$ cat config.mk
export PLATFORM = sky130hd
export DESIGN_NAME = sdram_arbiter_flat
export DESIGN_NICKNAME = d
export VERILOG_FILES = /design/src/rtl/sdram_arbiter_pkg.sv /design/src/rtl/sdram_arbiter_if.sv /design/src/rtl/sdram_client_mux.sv /design/src/rtl/sdram_arbiter.sv /design/src/flat_wrapper.sv
export SDC_FILE = /design/constraint.sdc
export NUM_CORES = 1
export LEC_CHECK = 0
export ABC_AREA = 1
export CAP_MARGIN = 20
export CORE_MARGIN = 4
export CORE_UTILIZATION = 31
export CTS_CLUSTER_DIAMETER = 150
export DETAILED_ROUTE_END_ITERATION = 12
export HOLD_SLACK_MARGIN = 0.02
export PLACE_DENSITY = 0.82
export SETUP_SLACK_MARGIN = 0.2
export SLEW_MARGIN = 20
export SYNTH_ARGS = -nofsm -noshare
export SYNTH_HDL_FRONTEND = slang
export SYNTH_SLANG_ARGS = --single-unit
$ cat constraint.sdc
create_clock -name i_Clk -period 1.69 [get_ports i_Clk]
set_input_delay 0.338 -clock i_Clk [delete_from_list [all_inputs] [get_ports i_Clk]]
set_output_delay 0.338 -clock i_Clk [all_outputs]
set_load 0.02 [all_outputs]
$ cat src/rtl/sdram_arbiter_pkg.sv
// Shared SDRAM command encodings and owner-state type for the two-client arbiter.
package sdram_arbiter_pkg;

    localparam logic [1:0] CMD_IDLE  = 2'd0;
    localparam logic [1:0] CMD_READ  = 2'd1;
    localparam logic [1:0] CMD_WRITE = 2'd2;

    localparam int READ_BURST_LENGTH = 8;

    // Which client currently drives the controller.
    typedef enum logic {
        S_PROC = 1'b0,
        S_DISP = 1'b1
    } owner_e;

endpackage

$ cat src/rtl/sdram_arbiter_if.sv
// Client/controller-side bundle of the SDRAM arbiter.
// slave  : arbiter view (drives the o_* signals)
// master : surrounding logic view (drives the i_* signals)
interface sdram_arbiter_if #(
    parameter int ADDR_WIDTH = 22,
    parameter int DATA_WIDTH = 32,
    parameter int LAT_WIDTH  = 8
);
    logic [1:0]            i_Proc_Command;
    logic [ADDR_WIDTH-1:0] i_Proc_Address;
    logic [DATA_WIDTH-1:0] i_Proc_Data_Write;
    logic                  i_Proc_SDRAM_Yield;
    logic                  o_Proc_SDRAM_Requested;
    logic                  o_Proc_Data_Read_Valid;
    logic                  o_Proc_Data_Write_Done;

    logic                  i_Disp_Request;
    logic [1:0]            i_Disp_Command;
    logic [ADDR_WIDTH-1:0] i_Disp_Address;
    logic                  o_Disp_Grant;
    logic                  o_Disp_Data_Read_Valid;

    logic [1:0]            o_Command;
    logic [ADDR_WIDTH-1:0] o_Data_Address;
    logic [DATA_WIDTH-1:0] o_Data_Write;
    logic                  i_Data_Read_Valid;
    logic                  i_Data_Write_Done;

    logic                  o_Yield_Timeout;
    logic [LAT_WIDTH-1:0]  o_Max_Yield_Latency;

    modport slave (
        input  i_Proc_Command, i_Proc_Address, i_Proc_Data_Write, i_Proc_SDRAM_Yield,
        output o_Proc_SDRAM_Requested, o_Proc_Data_Read_Valid, o_Proc_Data_Write_Done,
        input  i_Disp_Request, i_Disp_Command, i_Disp_Address,
        output o_Disp_Grant, o_Disp_Data_Read_Valid,
        output o_Command, o_Data_Address, o_Data_Write,
        input  i_Data_Read_Valid, i_Data_Write_Done,
        output o_Yield_Timeout, o_Max_Yield_Latency
    );

    modport master (
        output i_Proc_Command, i_Proc_Address, i_Proc_Data_Write, i_Proc_SDRAM_Yield,
        input  o_Proc_SDRAM_Requested, o_Proc_Data_Read_Valid, o_Proc_Data_Write_Done,
        output i_Disp_Request, i_Disp_Command, i_Disp_Address,
        input  o_Disp_Grant, o_Disp_Data_Read_Valid,
        input  o_Command, o_Data_Address, o_Data_Write,
        output i_Data_Read_Valid, i_Data_Write_Done,
        input  o_Yield_Timeout, o_Max_Yield_Latency
    );

endinterface

$ cat src/rtl/sdram_client_mux.sv
// Combinational owner select: command/address/write-data toward the controller and
// read-valid / write-done steering back to whichever client owns the bus.
module sdram_client_mux
    import sdram_arbiter_pkg::*;
#(
    parameter int ADDR_WIDTH = 22,
    parameter int DATA_WIDTH = 32
) (
    input  logic                  i_Reset,
    input  logic                  i_Disp_Owner,
    input  logic [1:0]            i_Proc_Command,
    input  logic [ADDR_WIDTH-1:0] i_Proc_Address,
    input  logic [DATA_WIDTH-1:0] i_Proc_Data_Write,
    input  logic [1:0]            i_Disp_Command,
    input  logic [ADDR_WIDTH-1:0] i_Disp_Address,
    input  logic                  i_Data_Read_Valid,
    input  logic                  i_Data_Write_Done,
    output logic [1:0]            o_Command,
    output logic [ADDR_WIDTH-1:0] o_Data_Address,
    output logic [DATA_WIDTH-1:0] o_Data_Write,
    output logic                  o_Proc_Data_Read_Valid,
    output logic                  o_Proc_Data_Write_Done,
    output logic                  o_Disp_Data_Read_Valid
);

    // Forward the owner's request; the display is read-only so its write data is zero.
    always_comb begin
        o_Command      = i_Proc_Command;
        o_Data_Address = i_Proc_Address;
        o_Data_Write   = i_Proc_Data_Write;
        if (i_Disp_Owner) begin
            o_Command      = i_Disp_Command;
            o_Data_Address = i_Disp_Address;
            o_Data_Write   = '0;
        end
        if (i_Reset) begin
            o_Command = CMD_IDLE;
        end
    end

    // Strobes reach only the owner; a display write-done has no consumer and is dropped.
    always_comb begin
        o_Proc_Data_Read_Valid = i_Data_Read_Valid & ~i_Disp_Owner;
        o_Proc_Data_Write_Done = i_Data_Write_Done & ~i_Disp_Owner;
        o_Disp_Data_Read_Valid = i_Data_Read_Valid &  i_Disp_Owner;
    end

endmodule

$ cat src/rtl/sdram_arbiter.sv
// Two-client SDRAM arbiter: display fetcher takes the bus only once the processor
// yields, so a processor burst is never cut short. Tracks worst yield latency.
module sdram_arbiter
    import sdram_arbiter_pkg::*;
#(
    parameter int ADDR_WIDTH    = 22,
    parameter int DATA_WIDTH    = 32,
    parameter int YIELD_TIMEOUT = 255,
    parameter int LAT_WIDTH     = 8
) (
    input  logic            i_Clk,
    input  logic            i_Reset,
    sdram_arbiter_if.slave  bus
);

    owner_e               state_q, state_d;
    logic                 disp_grant_q;
    logic [LAT_WIDTH-1:0] lat_cnt_q, lat_cnt_d;
    logic [LAT_WIDTH-1:0] max_lat_q, max_lat_d;
    logic                 yield_timeout_q, yield_timeout_d;
    logic                 waiting;

    localparam logic [LAT_WIDTH-1:0] TIMEOUT_CNT = LAT_WIDTH'(YIELD_TIMEOUT);

    // Display is waiting on the processor while it requests but does not yet own.
    assign waiting = (state_q == S_PROC) && bus.i_Disp_Request;

    // Owner next-state: hand over only on yield, hand back only once display is idle.
    always_comb begin
        state_d = state_q;
        case (state_q)
            S_PROC: if (bus.i_Disp_Request && bus.i_Proc_SDRAM_Yield) state_d = S_DISP;
            S_DISP: if (!bus.i_Disp_Request && bus.i_Disp_Command == CMD_IDLE) state_d = S_PROC;
            default: state_d = S_PROC;
        endcase
    end

    // Yield statistics: saturating wait counter, running maximum and sticky timeout.
    always_comb begin
        lat_cnt_d = '0;
        if (waiting) begin
            lat_cnt_d = (lat_cnt_q == '1) ? lat_cnt_q : lat_cnt_q + 1'b1;
        end

        max_lat_d = max_lat_q;
        if (state_q == S_PROC && state_d == S_DISP && lat_cnt_q > max_lat_q) begin
            max_lat_d = lat_cnt_q;
        end

        // Flag appears in the same cycle the registered counter shows the timeout value.
        yield_timeout_d = yield_timeout_q | (waiting && lat_cnt_d == TIMEOUT_CNT);
    end

    // Owner FSM with registered grant.
    always_ff @(posedge i_Clk) begin
        if (i_Reset) begin
            state_q      <= S_PROC;
            disp_grant_q <= 1'b0;
        end else begin
            state_q      <= state_d;
            disp_grant_q <= (state_d == S_DISP);
        end
    end

    // Statistics registers.
    always_ff @(posedge i_Clk) begin
        if (i_Reset) begin
            lat_cnt_q       <= '0;
            max_lat_q       <= '0;
            yield_timeout_q <= 1'b0;
        end else begin
            lat_cnt_q       <= lat_cnt_d;
            max_lat_q       <= max_lat_d;
            yield_timeout_q <= yield_timeout_d;
        end
    end

    sdram_client_mux #(
        .ADDR_WIDTH (ADDR_WIDTH),
        .DATA_WIDTH (DATA_WIDTH)
    ) u_client_mux (
        .i_Reset                (i_Reset),
        .i_Disp_Owner           (state_q == S_DISP),
        .i_Proc_Command         (bus.i_Proc_Command),
        .i_Proc_Address         (bus.i_Proc_Address),
        .i_Proc_Data_Write      (bus.i_Proc_Data_Write),
        .i_Disp_Command         (bus.i_Disp_Command),
        .i_Disp_Address         (bus.i_Disp_Address),
        .i_Data_Read_Valid      (bus.i_Data_Read_Valid),
        .i_Data_Write_Done      (bus.i_Data_Write_Done),
        .o_Command              (bus.o_Command),
        .o_Data_Address         (bus.o_Data_Address),
        .o_Data_Write           (bus.o_Data_Write),
        .o_Proc_Data_Read_Valid (bus.o_Proc_Data_Read_Valid),
        .o_Proc_Data_Write_Done (bus.o_Proc_Data_Write_Done),
        .o_Disp_Data_Read_Valid (bus.o_Disp_Data_Read_Valid)
    );

    // Combinational so the processor sees the request in the very cycle it is raised.
    assign bus.o_Proc_SDRAM_Requested = bus.i_Disp_Request || (state_q == S_DISP);
    assign bus.o_Disp_Grant           = disp_grant_q;
    assign bus.o_Yield_Timeout        = yield_timeout_q;
    assign bus.o_Max_Yield_Latency    = max_lat_q;

endmodule

$ cat src/flat_wrapper.sv
// flat-port wrapper written by rule: the top's interface ports become plain ports
module sdram_arbiter_flat import sdram_arbiter_pkg::*;
#(
    parameter int ADDR_WIDTH    = 22,
    parameter int DATA_WIDTH    = 32,
    parameter int YIELD_TIMEOUT = 255,
    parameter int LAT_WIDTH     = 8
)
  (i_Clk, i_Reset, bus_i_Proc_Command, bus_i_Proc_Address, bus_i_Proc_Data_Write, bus_i_Proc_SDRAM_Yield, bus_o_Proc_SDRAM_Requested, bus_o_Proc_Data_Read_Valid, bus_o_Proc_Data_Write_Done, bus_i_Disp_Request, bus_i_Disp_Command, bus_i_Disp_Address, bus_o_Disp_Grant, bus_o_Disp_Data_Read_Valid, bus_o_Command, bus_o_Data_Address, bus_o_Data_Write, bus_i_Data_Read_Valid, bus_i_Data_Write_Done, bus_o_Yield_Timeout, bus_o_Max_Yield_Latency);
  sdram_arbiter_if #(.ADDR_WIDTH(ADDR_WIDTH), .DATA_WIDTH(DATA_WIDTH), .LAT_WIDTH(LAT_WIDTH)) bus_i ();
  input  logic i_Clk;
  input  logic i_Reset;
  input wire logic [$bits(bus_i.i_Proc_Command)-1:0] bus_i_Proc_Command;
  input wire logic [$bits(bus_i.i_Proc_Address)-1:0] bus_i_Proc_Address;
  input wire logic [$bits(bus_i.i_Proc_Data_Write)-1:0] bus_i_Proc_Data_Write;
  input wire logic [$bits(bus_i.i_Proc_SDRAM_Yield)-1:0] bus_i_Proc_SDRAM_Yield;
  output wire logic [$bits(bus_i.o_Proc_SDRAM_Requested)-1:0] bus_o_Proc_SDRAM_Requested;
  output wire logic [$bits(bus_i.o_Proc_Data_Read_Valid)-1:0] bus_o_Proc_Data_Read_Valid;
  output wire logic [$bits(bus_i.o_Proc_Data_Write_Done)-1:0] bus_o_Proc_Data_Write_Done;
  input wire logic [$bits(bus_i.i_Disp_Request)-1:0] bus_i_Disp_Request;
  input wire logic [$bits(bus_i.i_Disp_Command)-1:0] bus_i_Disp_Command;
  input wire logic [$bits(bus_i.i_Disp_Address)-1:0] bus_i_Disp_Address;
  output wire logic [$bits(bus_i.o_Disp_Grant)-1:0] bus_o_Disp_Grant;
  output wire logic [$bits(bus_i.o_Disp_Data_Read_Valid)-1:0] bus_o_Disp_Data_Read_Valid;
  output wire logic [$bits(bus_i.o_Command)-1:0] bus_o_Command;
  output wire logic [$bits(bus_i.o_Data_Address)-1:0] bus_o_Data_Address;
  output wire logic [$bits(bus_i.o_Data_Write)-1:0] bus_o_Data_Write;
  input wire logic [$bits(bus_i.i_Data_Read_Valid)-1:0] bus_i_Data_Read_Valid;
  input wire logic [$bits(bus_i.i_Data_Write_Done)-1:0] bus_i_Data_Write_Done;
  output wire logic [$bits(bus_i.o_Yield_Timeout)-1:0] bus_o_Yield_Timeout;
  output wire logic [$bits(bus_i.o_Max_Yield_Latency)-1:0] bus_o_Max_Yield_Latency;
  assign bus_i.i_Proc_Command = bus_i_Proc_Command;
  assign bus_i.i_Proc_Address = bus_i_Proc_Address;
  assign bus_i.i_Proc_Data_Write = bus_i_Proc_Data_Write;
  assign bus_i.i_Proc_SDRAM_Yield = bus_i_Proc_SDRAM_Yield;
  assign bus_o_Proc_SDRAM_Requested = bus_i.o_Proc_SDRAM_Requested;
  assign bus_o_Proc_Data_Read_Valid = bus_i.o_Proc_Data_Read_Valid;
  assign bus_o_Proc_Data_Write_Done = bus_i.o_Proc_Data_Write_Done;
  assign bus_i.i_Disp_Request = bus_i_Disp_Request;
  assign bus_i.i_Disp_Command = bus_i_Disp_Command;
  assign bus_i.i_Disp_Address = bus_i_Disp_Address;
  assign bus_o_Disp_Grant = bus_i.o_Disp_Grant;
  assign bus_o_Disp_Data_Read_Valid = bus_i.o_Disp_Data_Read_Valid;
  assign bus_o_Command = bus_i.o_Command;
  assign bus_o_Data_Address = bus_i.o_Data_Address;
  assign bus_o_Data_Write = bus_i.o_Data_Write;
  assign bus_i.i_Data_Read_Valid = bus_i_Data_Read_Valid;
  assign bus_i.i_Data_Write_Done = bus_i_Data_Write_Done;
  assign bus_o_Yield_Timeout = bus_i.o_Yield_Timeout;
  assign bus_o_Max_Yield_Latency = bus_i.o_Max_Yield_Latency;
  sdram_arbiter #(.ADDR_WIDTH(ADDR_WIDTH), .DATA_WIDTH(DATA_WIDTH), .YIELD_TIMEOUT(YIELD_TIMEOUT), .LAT_WIDTH(LAT_WIDTH)) u_core (.i_Clk(i_Clk), .i_Reset(i_Reset), .bus(bus_i));
endmodule
==> results of run 1 <==
what timing repair did:
| action | CTS | global route |
|---|---|---|
| setup endpoints to repair | 79 | 62 |
| buffers inserted | 2 | 4 |
| cloned | 3 | 0 |
| pin swaps | 15 | 20 |
| resized for setup | 340 | 64 |
cell type report:
type / count / share of cell area (%)
timing repair buffer: 182 / 44.5
inverter: 58 / 6.24
sequential: 18 / 10.6
clock buffer: 4 / 1.21
tap: 70 / 2.35
multi-input combinational: 223 / 35.1
sequential cells by signal (all words and copies together) (netlist names):
name,flops
u_core.bus.o_Max_Yield_Latency,8
u_core.lat_cnt_q,8
u_core.bus.o_Yield_Timeout,1
u_core.state_q,1
cell usage after synthesis:
cell and instances:
a21oi_2 1, buf_6 1, nand2_4 1, nand4_1 6, ha_1 9, o21bai_1 1
buf_4 1, a21oi_1 4, nand2_2 3, o31ai_1 1, nor2_2 1, nor2_4 2
clkinv_2 1, nor2_8 1, inv_1 55, buf_2 1, nor2_1 70, nand2_1 95
inv_2 2, a31oi_1 1, dfxtp_1 18, nand3_1 12, o21ai_2 1, o21a_1 1
nand3b_1 1, clkbuf_1 10, o21ai_0 11
critical path, cell delays in order, from the launching register on:
cell      delay [ns]
dfxtp_4         0.38
inv_2           0.10
ha_2            0.20
nor2_4          0.04
nor2_2          0.13
o21ai_1         0.08
nand2_1         0.07
nand2_2         0.09
nand2_4         0.14
clkinv_8        0.09
nor2_2          0.09
nor2_1          0.05
cells by family (layout without fill, tap and decap cells):
family,count (synthesis),after routing
and+or+nand+nor,192,193
AOI/OAI and AO/OA,21,21
adders and majority gates,9,9
DFF,18,18
buffers and inverters,71,244
worst max-delay path by stage:
stage | slack, ns | endpoint | cells past startpoint | startpoint
2_1_floorplan | 0.21 | u_core.bus.o_Max_Yield_Latency[2] | 12 | u_core.bus.o_Max_Yield_Latency[1]
3_3_place_gp | -0.38 | bus_o_Command[1] | 5 | i_Reset
3_5_place_dp | -0.39 | bus_o_Command[1] | 5 | i_Reset
4_1_cts | 0.11 | bus_o_Command[1] | 4 | u_core.state_q
5_1_grt | 0.03 | u_core.bus.o_Max_Yield_Latency[2] | 11 | u_core.lat_cnt_q[0]
6_report | 0.1 | u_core.bus.o_Max_Yield_Latency[7] | 11 | u_core.lat_cnt_q[0]
power by group through the flow:
stage / Clock [W] / Sequential [W] / Combinational [W]
2_1_floorplan: 0 / 0.000771 / 0.000776
3_3_place_gp: 0 / 0.000650 / 0.00165
3_5_place_dp: 0 / 0.000659 / 0.00168
4_1_cts: 0.000321 / 0.000651 / 0.00188
5_1_grt: 0.000346 / 0.000694 / 0.00243
6_report: 0.000326 / 0.000682 / 0.00228
metal layers:
layer	vias up	wire, um	track usage (%)
li1	1274	-	-
met1	1116	2650	21.0
met2	112	4260	44.1
met3	15	650	5.70
met4	0	185	8.47
met5	-	0	0
per-stage QoR:
| stage | hold WS (ns) | instances | power, W | setup WS [ns] |
|---|---|---|---|---|
| after floorplan | 0.507 | 311 | 0.00155 | 0.212 |
| after global placement | 0.453 | 542 | 0.00230 | -0.378 |
| after detailed placement | 0.459 | 542 | 0.00234 | -0.387 |
| after CTS | 0.462 | 551 | 0.00285 | 0.114 |
| after global routing | 0.472 | 555 | 0.00347 | 0.0274 |
| final | 0.460 | 555 | 0.00328 | 0.0995 |
==> summary.md, run 1 <==
| Metric | Value |
|---|---|
| Status | finished clean |
| Total clock sinks | 18 |
| Synth area leaders | dfxtp_1, nand2_1, nor2_1, inv_1, ha_1 |
| Clk pwr share | 9.9% |
| Final hold violation count | 0 |
| Most frequent cells in the layout | nand2_1, clkdlybuf4s50_1, buf_4, inv_1, nor2_1 |
| Xor/xnor share of the synthesized area | 0% |
| Die width | 81.6 um |
| Required @ worst endpoint | between 1.5 and 2 ns |
| GRT Total Usage | 22.0% |
| Int Power | 0.00173 W |
| CTS H-tree lvls | 1 |
| Vias in the first global route | 2372 |
| Reg2reg path depth | 11 |
| N_diodes | 0 |
| Synthesized area | around 1700 um^2 |
| Clock-pin slew on the worst setup and hold paths | 0.08 ns |
| Aggregate global routing overflow | 0 |
| Die area | 6650 um^2 |
| First-pass GRT wire length | 11200 um |
| Sw Pwr | ~0.0016 W |
| R2r endpoint | u_core.bus.o_Max_Yield_Latency[7] |
| # fillers | 392 |
| Root buf cell | clkbuf_8 |
| Final WL | 7750 um |
| Switching share of power | 47.3% |
| Slew Viols, Final | 0 |
| Routed Antenna Nets | 0 |
| Syn Inst Count | 311 |
| R2R setup slack | 0.1 ns |
| Die Y | 81.6 um |
| YS warnings | 0 |
| Final number of setup-violating endpoints | 0 |
| Post-layout min period | around 1.6 ns |
| Largest net degree at the start of global routing | 24 |
| Hold Path Sink | u_core.bus.o_Yield_Timeout |
| CTS Buf Count | 3 |
| Hold path startpoint | u_core.bus.o_Yield_Timeout |
| CTS tree | done |
| Crit. End Element | flip-flop |
| VDD IR max | 0.000748 V |
| PD cells | between 800 and 900 nW/um^2 |
| Post-synthesis adder-cell area fraction | 6.71% |
| Most common cell after layout, fill and taps aside | nand2_1 |
| CP Data Arrival Time | 1.74 ns |
| Multi-input gate area | around 1300 um^2 |
| Mean Syn Cell Area | roughly 5.4 um^2 |
| Sequential share of power | 20.8% |
| Combinational share of power | 69.3% |
| LEAKAGE | between 1.5 and 2 nW |
| Vias | ~2500 |
| Drt via density | between 4 and 5 |
| Final period util | between 90% and 100% |
| Cts hold-fix bufs | 0 |
| Unrepaired setup endpoints after global routing | true |
| Max Cap Viol | 0 |
| Clock Path Buffers | 2 |
| Synth Area in Simple Gates | 47.9% |
| Wire per inst | 14.0 um |
| Initial core utilization | ~32% |
| Hold Crit Class | flip-flop to flip-flop |
| Reg area | 394 um^2 |
| R2R Path Start | u_core.lat_cnt_q[0] |
| Worst-path maximum fanout | 8 |
| Port buffer count | 155 |
| Synth cell types | 27 |
| Post-synthesis register bit count | 18 |
| Final core utilization | a little over 70% |
| Core area | 5170 um^2 |
| Critical path class | flip-flop to flip-flop |
| Worst-margin pin slew | 0.284 ns |
| Rows | 26 |
| Area share of the largest cell type after synthesis | 21.5% |
| WHS Path Cells | 2 |
| DR iter-0 viols | just over 100 |
| Syn Nets | slightly above 400 |
| Dominant combinational cell family by area after synthesis | simple AND/OR/NAND/NOR gates |
| P&R area growth vs syn | 122% |
| Sequential area share after synthesis | 21.5% |
| Share of cells above drive strength 1 | 36.7% |
| CP Launch Type | flip-flop |
| Post-route cell area | 3730 um^2 |
| Fin nets | 581 |
| Placed Area | between 3000 and 4000 um^2 |
| Skew final | approximately 0.013 ns |
| Drt first pass iters | 4 |
| Complex-gate fraction of the synthesized area | 7.23% |
| Detailed Place HPWL | between 5000 and 6000 um |
| Setup TNS | 0 ns |
| Cell taking the most area after synthesis | dfxtp_1 |
| Initial antenna violation count | 0 |
| Latest clock arrival within the worst-skew pair | 0.26 ns |
| Worst slew margin | 80.9% |
| Residual DRC count | 0 |
| Fmax | 0.629 GHz |
| Placer Congestion | 0.875 |
| # IOs | 156 |
| Multiplexer share of the synthesized area | 0% |
Power figures use the tool's default switching activity.
==> inputs of run 2 (changes only) <==
--- a/config.mk
+++ b/config.mk
@@ -6,7 +6,6 @@
 export NUM_CORES = 1
 export LEC_CHECK = 0
 export ABC_AREA = 1
-export CAP_MARGIN = 20
 export CORE_MARGIN = 4
 export CORE_UTILIZATION = 31
 export CTS_CLUSTER_DIAMETER = 150
==> results of run 2 <==
Final layout, timing and power as in run 1 (identical DEF).
==> inputs of run 3 (changes only) <==
--- a/config.mk
+++ b/config.mk
@@ -6,6 +6,7 @@
 export NUM_CORES = 1
 export LEC_CHECK = 0
 export ABC_AREA = 1
+export CAP_MARGIN = 30
 export CORE_MARGIN = 4
 export CORE_UTILIZATION = 31
 export CTS_CLUSTER_DIAMETER = 150
@@ -13,7 +14,6 @@
 export HOLD_SLACK_MARGIN = 0.02
 export PLACE_DENSITY = 0.82
 export SETUP_SLACK_MARGIN = 0.2
-export SLEW_MARGIN = 20
 export SYNTH_ARGS = -nofsm -noshare
 export SYNTH_HDL_FRONTEND = slang
 export SYNTH_SLANG_ARGS = --single-unit
==> results of run 3 <==
Final layout, timing and power as in run 1 (identical DEF).
